===== config.mk =====
export PLATFORM = sky130hd
export DESIGN_NAME = controle_pilha
export DESIGN_NICKNAME = d
export VERILOG_FILES = /design/src/rtl/controle_pilha_pkg.sv /design/src/rtl/controle_pilha_contador_espera.sv /design/src/rtl/controle_pilha.sv
export SDC_FILE = /design/constraint.sdc
export NUM_CORES = 1
export LEC_CHECK = 0
export CAP_MARGIN = 20
export CORE_MARGIN = 2
export CORE_UTILIZATION = 35
export DETAILED_ROUTE_END_ITERATION = 10
export HOLD_SLACK_MARGIN = 0.02
export PLACE_DENSITY_LB_ADDON = 0.05
export SYNTH_ARGS = -nofsm -noshare
export SYNTH_HDL_FRONTEND = slang
export SYNTH_SLANG_ARGS = --single-unit
export TNS_END_PERCENT = 10

===== constraint.sdc =====
create_clock -name clk -period 2 [get_ports clk]
set_input_delay 0.3 -clock clk [delete_from_list [all_inputs] [get_ports clk]]
set_output_delay 0.3 -clock clk [all_outputs]
set_load 0.005 [all_outputs]

===== src/rtl/controle_pilha_pkg.sv =====
// Shared opcode map, state encoding and error codes for the stack/ALU controller.
// The datapath imports the same package so both sides agree on opcode meaning.
package controle_pilha_pkg;

    localparam logic [4:0] OP_PUSH_D = 5'b00000;
    localparam logic [4:0] OP_PUSH_I = 5'b00001;
    localparam logic [4:0] OP_PUSH_T = 5'b00010;
    localparam logic [4:0] OP_POP    = 5'b00011;
    localparam logic [4:0] OP_ADD    = 5'b00100;

    // Lower bound of each opcode class; each class runs up to the next bound.
    localparam logic [4:0] OP_BIN_LO = 5'b00100;
    localparam logic [4:0] OP_UN_LO  = 5'b10000;
    localparam logic [4:0] OP_ILL_LO = 5'b11000;

    typedef enum logic [3:0] {
        ST_IDLE,
        ST_POP1,
        ST_WAIT1,
        ST_LD1,
        ST_POP2,
        ST_WAIT2,
        ST_LD2,
        ST_PUSH,
        ST_DONE
    } state_e;

    typedef enum logic [1:0] {
        ERR_NONE      = 2'b00,
        ERR_UNDERFLOW = 2'b01,
        ERR_OVERFLOW  = 2'b10,
        ERR_ILLEGAL   = 2'b11
    } err_e;

    typedef enum logic [2:0] {
        CL_PUSH,
        CL_POP,
        CL_BINARY,
        CL_UNARY,
        CL_ILLEGAL
    } op_class_e;

    function automatic op_class_e classify(input logic [4:0] op);
        if (op < OP_POP)         return CL_PUSH;
        else if (op == OP_POP)   return CL_POP;
        else if (op < OP_UN_LO)  return CL_BINARY;
        else if (op < OP_ILL_LO) return CL_UNARY;
        else                     return CL_ILLEGAL;
    endfunction

endpackage


===== src/rtl/controle_pilha_contador_espera.sv =====
// Loadable down-counter timing the settle gap between a stack pop and the
// operand load. Counts down to zero and holds there.
module contador_espera #(
    parameter int W = 2
) (
    input  logic         clk,
    input  logic         rstn,
    input  logic         load,
    input  logic [W-1:0] load_val,
    output logic         zero
);

    logic [W-1:0] cnt_q;
    logic [W-1:0] cnt_d;

    // NOTE: every signal assigned in always_comb gets a default first, so no latch is inferred.
    always_comb begin
        cnt_d = cnt_q;
        if (load)
            cnt_d = load_val;
        else if (cnt_q != '0)
            cnt_d = cnt_q - 1'b1;
    end

    // NOTE: sequential state uses non-blocking assignments; the reset is sampled on the clock edge.
    always_ff @(posedge clk) begin
        if (!rstn) cnt_q <= '0;
        else       cnt_q <= cnt_d;
    end

    assign zero = (cnt_q == '0);

endmodule


===== src/rtl/controle_pilha.sv =====
// Sequencing FSM for the stack/ALU datapath: turns one accepted opcode into the
// pop -> load -> push strobe sequence and reports underflow/overflow/illegal.
module controle_pilha
    import controle_pilha_pkg::*;
#(
    parameter int POP_LAT = 1
) (
    input  logic       clk,
    input  logic       rstn,
    input  logic       start,
    input  logic [4:0] opcode,
    input  logic       empty,
    input  logic       full,
    output logic       pop,
    output logic       push,
    output logic       load,
    output logic       load_sel,
    output logic [4:0] opcode_q,
    output logic       busy,
    output logic       done,
    output logic       err,
    output logic [1:0] err_code
);

    localparam logic [1:0] WAIT_INIT = (POP_LAT > 0) ? 2'(POP_LAT - 1) : 2'd0;

    state_e     state_q, state_d;
    logic [4:0] opcode_d;
    err_e       err_code_d;
    logic       cnt_zero;
    logic       cnt_load;

    // The pop is loaded every time; WAIT only ever follows a POPn state.
    assign cnt_load = (state_q == ST_POP1) || (state_q == ST_POP2);

    contador_espera #(.W(2)) u_contador_espera (
        .clk      (clk),
        .rstn     (rstn),
        .load     (cnt_load),
        .load_val (WAIT_INIT),
        .zero     (cnt_zero)
    );

    always_comb begin
        state_d    = state_q;
        opcode_d   = opcode_q;
        err_code_d = ERR_NONE;
        case (state_q)
            ST_IDLE: begin
                if (start) begin
                    opcode_d = opcode;
                    case (classify(opcode))
                        CL_PUSH:    state_d = ST_PUSH;
                        CL_ILLEGAL: begin
                            state_d    = ST_DONE;
                            err_code_d = ERR_ILLEGAL;
                        end
                        default:    state_d = ST_POP1;
                    endcase
                end
            end
            ST_POP1: begin
                if (empty) begin
                    state_d    = ST_DONE;
                    err_code_d = ERR_UNDERFLOW;
                end else if (opcode_q == OP_POP) begin
                    state_d = ST_DONE;
                end else begin
                    state_d = (POP_LAT == 0) ? ST_LD1 : ST_WAIT1;
                end
            end
            ST_WAIT1: if (cnt_zero) state_d = ST_LD1;
            ST_LD1:   state_d = (classify(opcode_q) == CL_BINARY) ? ST_POP2 : ST_PUSH;
            ST_POP2: begin
                if (empty) begin
                    state_d    = ST_DONE;
                    err_code_d = ERR_UNDERFLOW;
                end else begin
                    state_d = (POP_LAT == 0) ? ST_LD2 : ST_WAIT2;
                end
            end
            ST_WAIT2: if (cnt_zero) state_d = ST_LD2;
            ST_LD2:   state_d = ST_PUSH;
            ST_PUSH: begin
                state_d = ST_DONE;
                if (full) err_code_d = ERR_OVERFLOW;
            end
            ST_DONE:  state_d = ST_IDLE;
            default:  state_d = ST_IDLE;
        endcase
    end

    // Outputs are registered from the next state, so they line up with state_q.
    always_ff @(posedge clk) begin
        if (!rstn) begin
            state_q  <= ST_IDLE;
            opcode_q <= '0;
            load     <= 1'b0;
            load_sel <= 1'b0;
            busy     <= 1'b0;
            done     <= 1'b0;
            err      <= 1'b0;
            err_code <= ERR_NONE;
        end else begin
            state_q  <= state_d;
            opcode_q <= opcode_d;
            load     <= (state_d == ST_LD1) || (state_d == ST_LD2);
            load_sel <= (state_d == ST_LD2);
            busy     <= (state_d != ST_IDLE);
            done     <= (state_d == ST_DONE);
            err      <= (state_d == ST_DONE) && (err_code_d != ERR_NONE);
            err_code <= (state_d == ST_DONE) ? err_code_d : ERR_NONE;
        end
    end

    // Stack strobes are gated by the live flags so a blocked pop/push never fires.
    assign pop  = ((state_q == ST_POP1) || (state_q == ST_POP2)) && !empty;
    assign push = (state_q == ST_PUSH) && !full;

endmodule


==> results.md <==
- Outcome: finished, final reports clean
- Crit path DAT: 1600 ps
- CTS root buf: clkbuf_4
- Crit path from: state_q[3]$_SDFF_PN0_
- Core area: 2410 µm²
- Post-synthesis mux area share: 0%
- Initial antenna violation count: 0
- Layout Cells excl Fill: 164
- CP max stage delay: 530 ps
- Fmax: 526.9 MHz
- Most common cell after layout, fill and taps aside: clkdlybuf4s50_1
- Clock buffer depth: 2
- Initial Util: 36.14%
- Cells on worst reg2reg path: 6
- Sinks on Clock Net: 18
- DIE HEIGHT: 53.88 µm
- P&R area growth vs syn: 36.92%
- Filler instances: 241
- H-tree depth: 1
- Slew headroom: 73.30%
- Final Core Density: 49.48%
- WL/cell: 12.42 µm
- R2R setup slack: 360 ps
- Leakage power figure: 0.4598 nW
- Grt ovf: 0
- Fin crit share: 94.89%
- First-pass GRT wire length: 3298 µm
- Overall Global Routing Usage: 15.72%
- Ports: 24
- Vias in the first global route: 794
- Final WS setup: 102.2 ps
- Cts-stage hold buffer count: 0
- CTS buffer count: 3
- Buffers on Ports: 23
- Critical path endpoint: push
- Post-CTS Resized: 2
- Worst EP required: 1700 ps
- R2r startpoint: u_contador_espera.cnt_q[0]$_SDFFE_PP0N_
- Crit path depth: 3
- Post-CTS Setup Bufs: 0
- Overall Power: 0.7961 mW
- Post-synthesis cell count: 107
- Placed insts: 161
- Critical path type: reg -> out
- Family with the most delay on the worst path: buffers and inverters
- Site row count: 18
- Post-DP HPWL: 1559 µm
- Most frequent cells in the layout: clkdlybuf4s50_1 (23), nand2_1 (16), dfxtp_1 (14), nor2_1 (12), a21oi_1 (11)
- Adder-cell area share of the yosys netlist: 1.437%
- Vias per inst: 5.006
- Area of the multi-input gates: 467.9 µm²
- Final Setup Violations: 0
- Yosys cell types: 35
- Hold Vio Cnt, Final: 0
- Syn_nets: 118
- Drt drc: 0
- DIE WIDTH: 53.88 µm
- Initial drt markers: 12
- GP Congestion: 0.8122
- ANT nets after route: 0
- Vias: 821
- Mapped Avg Cell Area: 8.139 µm²
- Slowest-stage cell, CP: clkdlybuf4s50_1
- Hold Crit Class: reg -> reg
- Slew Viols, Final: 0
- DR pass1 iterations: 4
- Register area: 370.4 µm²
- Layout cells sized above 1: 14.18%
- Die Footprint: 2903 µm²
- Final Skew: 5.363 ps
- Cell Chain, Critical Path: nand2b_2 > nor3_1 > clkdlybuf4s50_1
- Post-synthesis simple-gate area fraction: 28.02%
- CP startpoint kind: flip-flop
- CTS tree: yes
- #FFs+latches synth: 18
- Minimum clock period: 1898 ps
- Mapped cell area: 870.8 µm²
- Largest vdd supply drop: 344.0 µV
- Main combinational cell family by area after synthesis: simple AND/OR/NAND/NOR gates
- Total negative setup slack: 0 ps
- Worst-Margin Slew: 390.5 ps
- Setup WS pre-CTS: -74.87 ps
- Yosys warnings: 0
- Nets@finish: 147
- Max cap viols: 0
- Xor/xnor share of the synthesized area: 2.011%
- Crit path max fanout: 5
- Buf/Inv on CP: 1
- Post-synthesis sequential area ratio: 41.38%
- Largest net degree at the start of global routing: 13
- Final wirelength: 2037 µm
- Post-synthesis compound-gate area fraction: 20.55%
- Setup crit end kind: output pin
- Clock latency on the worst-skew pair: 300 ps
- Clock slew at reported path FFs: 100 ps
- Inserted Diodes: 0
- Power Dens Cells: 667.6 nW/µm²
- Reg2reg end: load$_SDFF_PN0_
==> report_power, final <==
group	internal [mW]	switching, mW	total (mW)
logic	0.105	0.0932	0.198
registers	0.383	0.0304	0.414
clock network	0.0702	0.114	0.184
total	0.558	0.238	0.796
==> flip-flops by register name (all words and copies together), names as in the netlist <==
name,flops
busy,1
done,1
err,1
err_code,2
load,1
load_sel,1
opcode_q,5
state_q,4
u_contador_espera.cnt_q,2
==> synthesized netlist by cell type <==
cell type / number / area (µm²)
a21o_1: 2 / 15.01
a21oi_2: 1 / 8.760
nor2b_1: 2 / 12.51
inv_1: 7 / 26.28
nand4b_1: 1 / 8.760
a31oi_1: 1 / 6.260
nor2_2: 2 / 12.51
and3_4: 1 / 11.26
a41oi_1: 1 / 8.760
and3_1: 1 / 6.260
xor2_1: 2 / 17.52
dfxtp_1: 18 / 360.4
ha_1: 1 / 12.51
nand3_1: 3 / 15.01
a21oi_1: 11 / 55.05
nand4_1: 1 / 6.260
nand3b_1: 1 / 7.510
nor2_1: 12 / 45.04
buf_2: 1 / 5.000
o211ai_1: 1 / 7.510
o21bai_1: 1 / 7.510
or3_1: 1 / 6.260
o21ai_0: 2 / 10.01
nand2b_1: 3 / 18.77
o221ai_1: 2 / 17.52
a21boi_0: 1 / 7.510
nor3_1: 2 / 10.01
and2_1: 1 / 6.260
nand2_1: 16 / 60.06
a41o_1: 1 / 10.01
a2111oi_0: 1 / 8.760
or3b_1: 2 / 17.52
o41ai_2: 1 / 16.27
buf_4: 2 / 15.01
buf_6: 1 / 11.26
==> metrics by stage <==
stage	area [µm²]	hold slack, ps
detailed placement	1145	474.7
global placement	1145	467.5
finish	1192	487.2
floorplan	870.8	421.7
CTS	1170	492.6
global route	1192	520.2
==> worst register-to-register path: cells and delay by family (launching register included) <==
kind / cells / cell delay, ps
flip-flops: 1 / 360
buffers and inverters: 1 / 50
AO/OA/AOI/OAI: 2 / 300
adder cells (fa/ha/maj): 1 / 260
AND/OR/NAND/NOR: 2 / 580
==> metal layers <==
metal	GRT usage [%]	vias to the layer above	part of all wire (%)
li1	-	422	-
met1	19.66	383	48
met2	25.81	14	49
met3	2.500	2	2.8
met4	8.120	0	0.93
met5	0	-	0
==> how the worst min path moves through the flow <==
| stage | cells after the start | to | slack, ps | from |
|---|---|---|---|---|
| 2_1_floorplan | 1 | state_q[2]$_SDFF_PN0_ | 420 | rstn |
| 3_3_place_gp | 2 | u_contador_espera.cnt_q[1]$_SDFFE_PP0N_ | 470 | u_contador_espera.cnt_q[1]$_SDFFE_PP0N_ |
| 3_5_place_dp | 2 | opcode_q[3]$_SDFFE_PN0P_ | 470 | opcode_q[3]$_SDFFE_PN0P_ |
| 4_1_cts | 2 | opcode_q[3]$_SDFFE_PN0P_ | 490 | opcode_q[3]$_SDFFE_PN0P_ |
| 5_1_grt | 2 | opcode_q[2]$_SDFFE_PN0P_ | 520 | opcode_q[2]$_SDFFE_PN0P_ |
| 6_report | 2 | opcode_q[3]$_SDFFE_PN0P_ | 490 | opcode_q[3]$_SDFFE_PN0P_ |
==> final cells by class <==
type,instances,share of cell area (%)
clock buffers,3,1.889
inverters,7,2.204
multi-input cells,78,39.24
flip-flops and latches,18,31.06
well taps,30,3.148
repair buffers,28,22.46
==> kinds of logic after synthesis <==
kind of cell,Yosys count
adders and majority gates,1
xor gates and xnor gates,2
DFF,18
buffers and inverters,11
and+or+nand+nor,49
AOI/OAI and AO/OA,26
Note: power is estimated with default switching activity, not from simulation.
